## config.mk

```make
export PLATFORM = sky130hd
export DESIGN_NAME = imem_boot_loader
export DESIGN_NICKNAME = d
export VERILOG_FILES = /design/src/rtl/imem_boot_loader.sv
export SDC_FILE = /design/constraint.sdc
export NUM_CORES = 1
export LEC_CHECK = 0
export CAP_MARGIN = 20
export CORE_ASPECT_RATIO = 0.5
export CORE_MARGIN = 2
export CORE_UTILIZATION = 51
export DETAILED_ROUTE_END_ITERATION = 7
export PLACE_DENSITY = 0.81
export REMOVE_ABC_BUFFERS = 1
export SETUP_SLACK_MARGIN = 0.3
export SYNTH_ARGS = -nofsm -noshare
export SYNTH_HDL_FRONTEND = slang
export SYNTH_SLANG_ARGS = --single-unit
```

## constraint.sdc

```tcl
create_clock -name clk -period 3.27 [get_ports clk]
set_input_delay 0.654 -clock clk [delete_from_list [all_inputs] [get_ports clk]]
set_output_delay 0.654 -clock clk [all_outputs]
set_load 0.005 [all_outputs]
```

## src/rtl/imem_boot_loader.sv

```systemverilog
`default_nettype none
// =============================================================================
// Module  : imem_boot_loader
// Brief   : Frame-based byte-stream loader for instruction memory; holds the
//           core in reset until the image is written. Optional trailing XOR
//           checksum is enabled by defining BOOT_CHECKSUM_EN.
// Revision: 1.0 - initial release
// =============================================================================
module imem_boot_loader #(
    parameter int                  INST_WIDTH = 32,
    parameter int                  PC_WIDTH   = 32,
    parameter int                  IMEM_DEPTH = 64,
    parameter logic [PC_WIDTH-1:0] BASE_ADDR  = '0
) (
    input  logic                  clk,
    input  logic                  reset,
    input  logic                  rx_valid,
    input  logic [7:0]            rx_data,
    output logic                  rx_ready,
    output logic                  imem_we,
    output logic [PC_WIDTH-1:0]   imem_addr,
    output logic [INST_WIDTH-1:0] imem_wdata,
    output logic                  cpu_reset_n,
    output logic                  done,
    output logic                  error
);

    localparam int IDX_W = $clog2(IMEM_DEPTH + 1);

    localparam logic [2:0] ST_IDLE = 3'd0;
    localparam logic [2:0] ST_LEN0 = 3'd1;
    localparam logic [2:0] ST_LEN1 = 3'd2;
    localparam logic [2:0] ST_DATA = 3'd3;
    localparam logic [2:0] ST_DONE = 3'd4;
    localparam logic [2:0] ST_ERR  = 3'd5;
`ifdef BOOT_CHECKSUM_EN
    localparam logic [2:0] ST_CSUM = 3'd6;
    localparam logic [2:0] ST_END  = ST_CSUM;
`else
    localparam logic [2:0] ST_END  = ST_DONE;
`endif

    localparam logic [16:0] C_DEPTH = 17'(IMEM_DEPTH);

    logic [2:0]            state_q, state_d;
    logic [15:0]           len_q, len_d;
    logic [1:0]            cnt_q, cnt_d;
    logic [INST_WIDTH-1:0] word_q, word_d;
    logic [IDX_W-1:0]      idx_q, idx_d;
    logic                  we_q, we_d;
    logic [PC_WIDTH-1:0]   addr_q, addr_d;
    logic [INST_WIDTH-1:0] wdata_q, wdata_d;
    logic                  done_q, done_d;
    logic                  error_q, error_d;
    logic                  cpu_rst_n_q, cpu_rst_n_d;
    logic                  rdy_q, rdy_d;
`ifdef BOOT_CHECKSUM_EN
    logic [7:0]            csum_q, csum_d;
`endif

    logic                  w_accept;
    logic [15:0]           w_len_full;
    logic                  w_last_word;
    logic [PC_WIDTH-1:0]   w_word_addr;
    logic [INST_WIDTH-1:0] w_word_next;

    assign w_accept    = rx_valid && rdy_q;
    assign w_len_full  = {rx_data, len_q[7:0]};
    assign w_last_word = ((16'(idx_q) + 16'd1) == len_q);
    assign w_word_addr = BASE_ADDR + (PC_WIDTH'(idx_q) << 2);
    // Byte k of a word ends up in bits [8k+7:8k] after four right shifts.
    assign w_word_next = {rx_data, word_q[INST_WIDTH-1:8]};

    always_comb begin
        state_d     = state_q;
        len_d       = len_q;
        cnt_d       = cnt_q;
        word_d      = word_q;
        idx_d       = idx_q;
        we_d        = 1'b0;
        addr_d      = addr_q;
        wdata_d     = wdata_q;
        done_d      = done_q;
        error_d     = error_q;
        cpu_rst_n_d = cpu_rst_n_q;
`ifdef BOOT_CHECKSUM_EN
        csum_d      = csum_q;
`endif
        case (state_q)
            ST_IDLE: begin
                if (w_accept && (rx_data == 8'hA5)) begin
                    state_d = ST_LEN0;
                end
            end
            ST_LEN0: begin
                if (w_accept) begin
                    len_d[7:0] = rx_data;
                    state_d    = ST_LEN1;
                end
            end
            ST_LEN1: begin
                if (w_accept) begin
                    len_d[15:8] = rx_data;
                    if ({1'b0, w_len_full} > C_DEPTH) begin
                        state_d = ST_ERR;
                    end else if (w_len_full == 16'd0) begin
                        state_d = ST_END;
                    end else begin
                        state_d = ST_DATA;
                    end
                end
            end
            ST_DATA: begin
                if (w_accept) begin
                    word_d = w_word_next;
                    cnt_d  = cnt_q + 2'd1;
`ifdef BOOT_CHECKSUM_EN
                    csum_d = csum_q ^ rx_data;
`endif
                    if (cnt_q == 2'd3) begin
                        we_d    = 1'b1;
                        wdata_d = w_word_next;
                        addr_d  = w_word_addr;
                        idx_d   = idx_q + 1'b1;
                        if (w_last_word) begin
                            state_d = ST_END;
                        end
                    end
                end
            end
`ifdef BOOT_CHECKSUM_EN
            ST_CSUM: begin
                if (w_accept) begin
                    state_d = (rx_data == csum_q) ? ST_DONE : ST_ERR;
                end
            end
`endif
            ST_DONE: state_d = ST_DONE;
            ST_ERR:  state_d = ST_ERR;
            default: state_d = ST_ERR;
        endcase

        // Status flags are registered alongside the state so they assert on entry.
        if (state_d == ST_DONE) begin
            done_d      = 1'b1;
            cpu_rst_n_d = 1'b1;
        end
        if (state_d == ST_ERR) begin
            error_d     = 1'b1;
            cpu_rst_n_d = 1'b0;
        end
        rdy_d = (state_d != ST_DONE) && (state_d != ST_ERR);
    end

    always_ff @(posedge clk) begin
        if (reset) begin
            state_q     <= ST_IDLE;
            len_q       <= '0;
            cnt_q       <= '0;
            word_q      <= '0;
            idx_q       <= '0;
            we_q        <= 1'b0;
            addr_q      <= BASE_ADDR;
            wdata_q     <= '0;
            done_q      <= 1'b0;
            error_q     <= 1'b0;
            cpu_rst_n_q <= 1'b0;
            rdy_q       <= 1'b0;
`ifdef BOOT_CHECKSUM_EN
            csum_q      <= '0;
`endif
        end else begin
            state_q     <= state_d;
            len_q       <= len_d;
            cnt_q       <= cnt_d;
            word_q      <= word_d;
            idx_q       <= idx_d;
            we_q        <= we_d;
            addr_q      <= addr_d;
            wdata_q     <= wdata_d;
            done_q      <= done_d;
            error_q     <= error_d;
            cpu_rst_n_q <= cpu_rst_n_d;
            rdy_q       <= rdy_d;
`ifdef BOOT_CHECKSUM_EN
            csum_q      <= csum_d;
`endif
        end
    end

    assign rx_ready    = rdy_q;
    assign imem_we     = we_q;
    assign imem_addr   = addr_q;
    assign imem_wdata  = wdata_q;
    assign cpu_reset_n = cpu_rst_n_q;
    assign done        = done_q;
    assign error       = error_q;

endmodule

`default_nettype wire

```

==> impl_metrics.json <==
{
  "status": "complete, no violations",
  "postCtsSetupRepairBufs": 0,
  "clk_pin_slew_ns": 0.06,
  "hold_viol": 0,
  "cts_max_level": 3,
  "synthCells": 481,
  "layout_commonest_cell": "nand2_1",
  "synth_cell_types": 41,
  "grt_remaining_overflow": 0,
  "yosysWarningCount": 0,
  "fin_cells": 634,
  "max_slew.worst_pin.slew_ns": 0.558,
  "power.share.sequential_pct": 51.8,
  "yosysTopAreaCell": "dfxtp_1",
  "power_density_nw_per_um2": 468,
  "swShare_pct": 20.9,
  "cp.required_ns": 3.55,
  "cpPeakStageDelay_ns": 0.65,
  "drive_gt1_share_pct": 7.25,
  "synth-seq-cells": 96,
  "total_leakage_power_uw": 0.00165,
  "timing.fmax_mhz": 360,
  "antenna_found_initial": 0,
  "synth.cell_area_sq_um": 3930,
  "clockBufferDepth": 2,
  "initial_core_util_pct": 53.1,
  "coreArea_sq_um": 7400,
  "min_period_ns": 2.78,
  "postCtsResizedCells": 0,
  "nFillCells": 614,
  "drtIter0Drc": 261,
  "nets": 546,
  "cpMostUsedCell": "a211o_1",
  "rsz0062_at_grt": "no",
  "grt_use_total_pct": 21.3,
  "hp-class": "flop to flop",
  "wl_met1_um": 3800,
  "setup_viol": 0,
  "holdWs_ns": 0.452,
  "io_buffer_count": 54,
  "met3WireLength_um": 682,
  "placedCellCount": 618,
  "synth_area_leaders": "dfxtp_1 49%, nand2_1 13%, a21oi_1 8.7%",
  "cts_buffers": 9,
  "critPathArrivalTime_ns": 3.05,
  "dieHeight_um": 66.1,
  "dp_hpwl_um": 5530,
  "die_area_sq_um": 8470,
  "clock_latency_ns": 0.35,
  "crit_chain": "clkdlybuf4s50_1, or4_2, or4_1, a211o_1, a211o_1, o2bb2ai_1",
  "slew_violations": 0,
  "cp_slowest_cell": "or4_2",
  "combPwrFrac_pct": 2.8,
  "power_frac_clock_pct": 45.4,
  "critPathMaxFanout": 3,
  "clkSinkCount": 96,
  "cts_tree": "yes",
  "grt_pass1_wl_um": 13900,
  "cp-start-kind": "input pin",
  "wl_per_cell_um": 13.4,
  "p_sw_uw": 471,
  "topRoutingLayerUsed": "met4",
  "grt_max_degree": 77,
  "final_core_util_pct": 65.2,
  "wl_met2_um": 3920,
  "finalCritPeriodShare_pct": 84.9,
  "cts-root-buf": "clkbuf_16",
  "avgSynthCellArea_sq_um": 8.17,
  "antenna_left": 0,
  "routed_wl_um": 8510,
  "routed_via_density": 5.15,
  "drc": 0,
  "maxCapViolations": 0,
  "diodes": 0,
  "layout_common_cells": "139 x nand2_1, 96 x dfxtp_1, 68 x a21oi_1, 53 x clkdlybuf4s50_1, 30 x nor2_1",
  "pin_count": 80,
  "fin_skew_ns": 0.00742,
  "vias": 3266,
  "ir_drop_v": 0.000237,
  "fp.dieW_um": 128,
  "synth_top_area_share_pct": 48.9,
  "drt_first_pass_iters": 5,
  "endpoint_kind": "flop",
  "hold_buffers": 0,
  "ys_seq_area_share_pct": 48.9,
  "rows": 22,
  "worstSetupPathType": "input pin to flop",
  "gp_congestion": 0.865,
  "slew_headroom_pct": 62.7,
  "internal_power_uw": 1790,
  "area_growth_pct": 22.8,
  "grt_pass1_vias": 2902
}
worst max-delay path: cells and delay by family:
family                 cells  cell delay (ns)
and+or+nand+nor            2             1.14
AOI/OAI and AO/OA          3             0.78
buffers and inverters      1             0.48
cell families (layout without fill, tap and decap cells):
group	after synthesis	in the layout	synth area share, %
adder cells (fa/ha/maj)	2	2	0.636
flip-flops	96	96	48.9
AND/OR/NAND/NOR	209	209	22.8
XOR/XNOR	12	12	2.67
AO/OA/AOI/OAI	88	88	12.7
multiplexers	16	16	4.07
buffers and inverters	57	90	8.18
other	1	25	0.0954
final cells by class:
class	count	area (sq um)	area share [%]
inverter	3	11.3	0.233
clock buffer	12	236	4.90
tap	96	120	2.49
timing repair buffer	71	688	14.3
multi-input combinational	352	1800	37.2
sequential	96	1920	39.8
clock inverter	4	55.1	1.14
cell usage after synthesis:
library cell / instances
o21a_1: 2
nand4_1: 3
and2_1: 1
o311a_2: 1
nor4b_1: 2
nor3b_1: 1
nor3_1: 8
o31a_1: 1
nor4_1: 4
or4b_1: 1
nand3_1: 6
nand3b_1: 1
o211a_1: 1
xnor2_1: 8
a31o_1: 2
clkbuf_8: 1
inv_1: 3
nand2_1: 139
o2bb2ai_1: 2
or3b_2: 1
or4_2: 1
dfxtp_1: 96
clkbuf_1: 27
conb_1: 1
xor2_1: 4
o21ai_0: 4
mux2i_1: 16
o31ai_1: 2
and2_0: 1
or3_1: 3
a211o_1: 3
a21oi_1: 68
nand4b_1: 1
ha_1: 2
a31o_2: 1
and2b_2: 1
nor2_1: 30
buf_4: 26
a22oi_1: 1
and4_1: 1
or4_1: 4
stage by stage:
stage	area [sq um]	power, uW	setup TNS (ns)	worst slack, ns
2_1_floorplan	3710	1210	-25.93	-0.822
4_1_cts	4830	2280	0	0.508
3_5_place_dp	4540	1260	0	0.139
3_3_place_gp	4540	1260	0	0.177
5_1_grt	4830	2330	0	0.446
6_report	4830	2260	0	0.495
power groups by stage:
| stage | logic, uW | clock network [uW] | registers (uW) |
|---|---|---|---|
| after global placement | 61.4 | 0 | 1200 |
| after global routing | 68.7 | 1090 | 1170 |
| after CTS | 61.7 | 1050 | 1170 |
| after detailed placement | 61.3 | 0 | 1200 |
| after floorplan | 12.4 | 0 | 1200 |
| final | 62.8 | 1020 | 1170 |
sequential cells by signal, indices dropped and copies added, names as in the netlist:
name / cells
imem_wdata: 32
cpu_reset_n: 1
done: 1
cnt_q: 2
word_q: 24
idx_q: 7
len_q: 16
error: 1
imem_we: 1
rx_ready: 1
imem_addr: 7
state_q: 3
routing by layer:
metal  vias up  global-route usage, %
met5         -                      0
met4         0                   8.52
met3        10                   6.88
met2       110                   34.2
met1      1495                   27.1
li1       1651                      -
worst paths after layout:
kind                   endpoint        from  cells past startpoint  slack (ns)
hold reg to reg   imem_wdata[7]  word_q[15]                      2        0.45
setup reg to reg    cpu_reset_n    len_q[0]                      6        0.70
setup / recovery    cpu_reset_n  rx_data[0]                      6        0.49
hold / removal    imem_wdata[7]  word_q[15]                      2        0.45
Note: power is estimated with default switching activity, not from simulation.
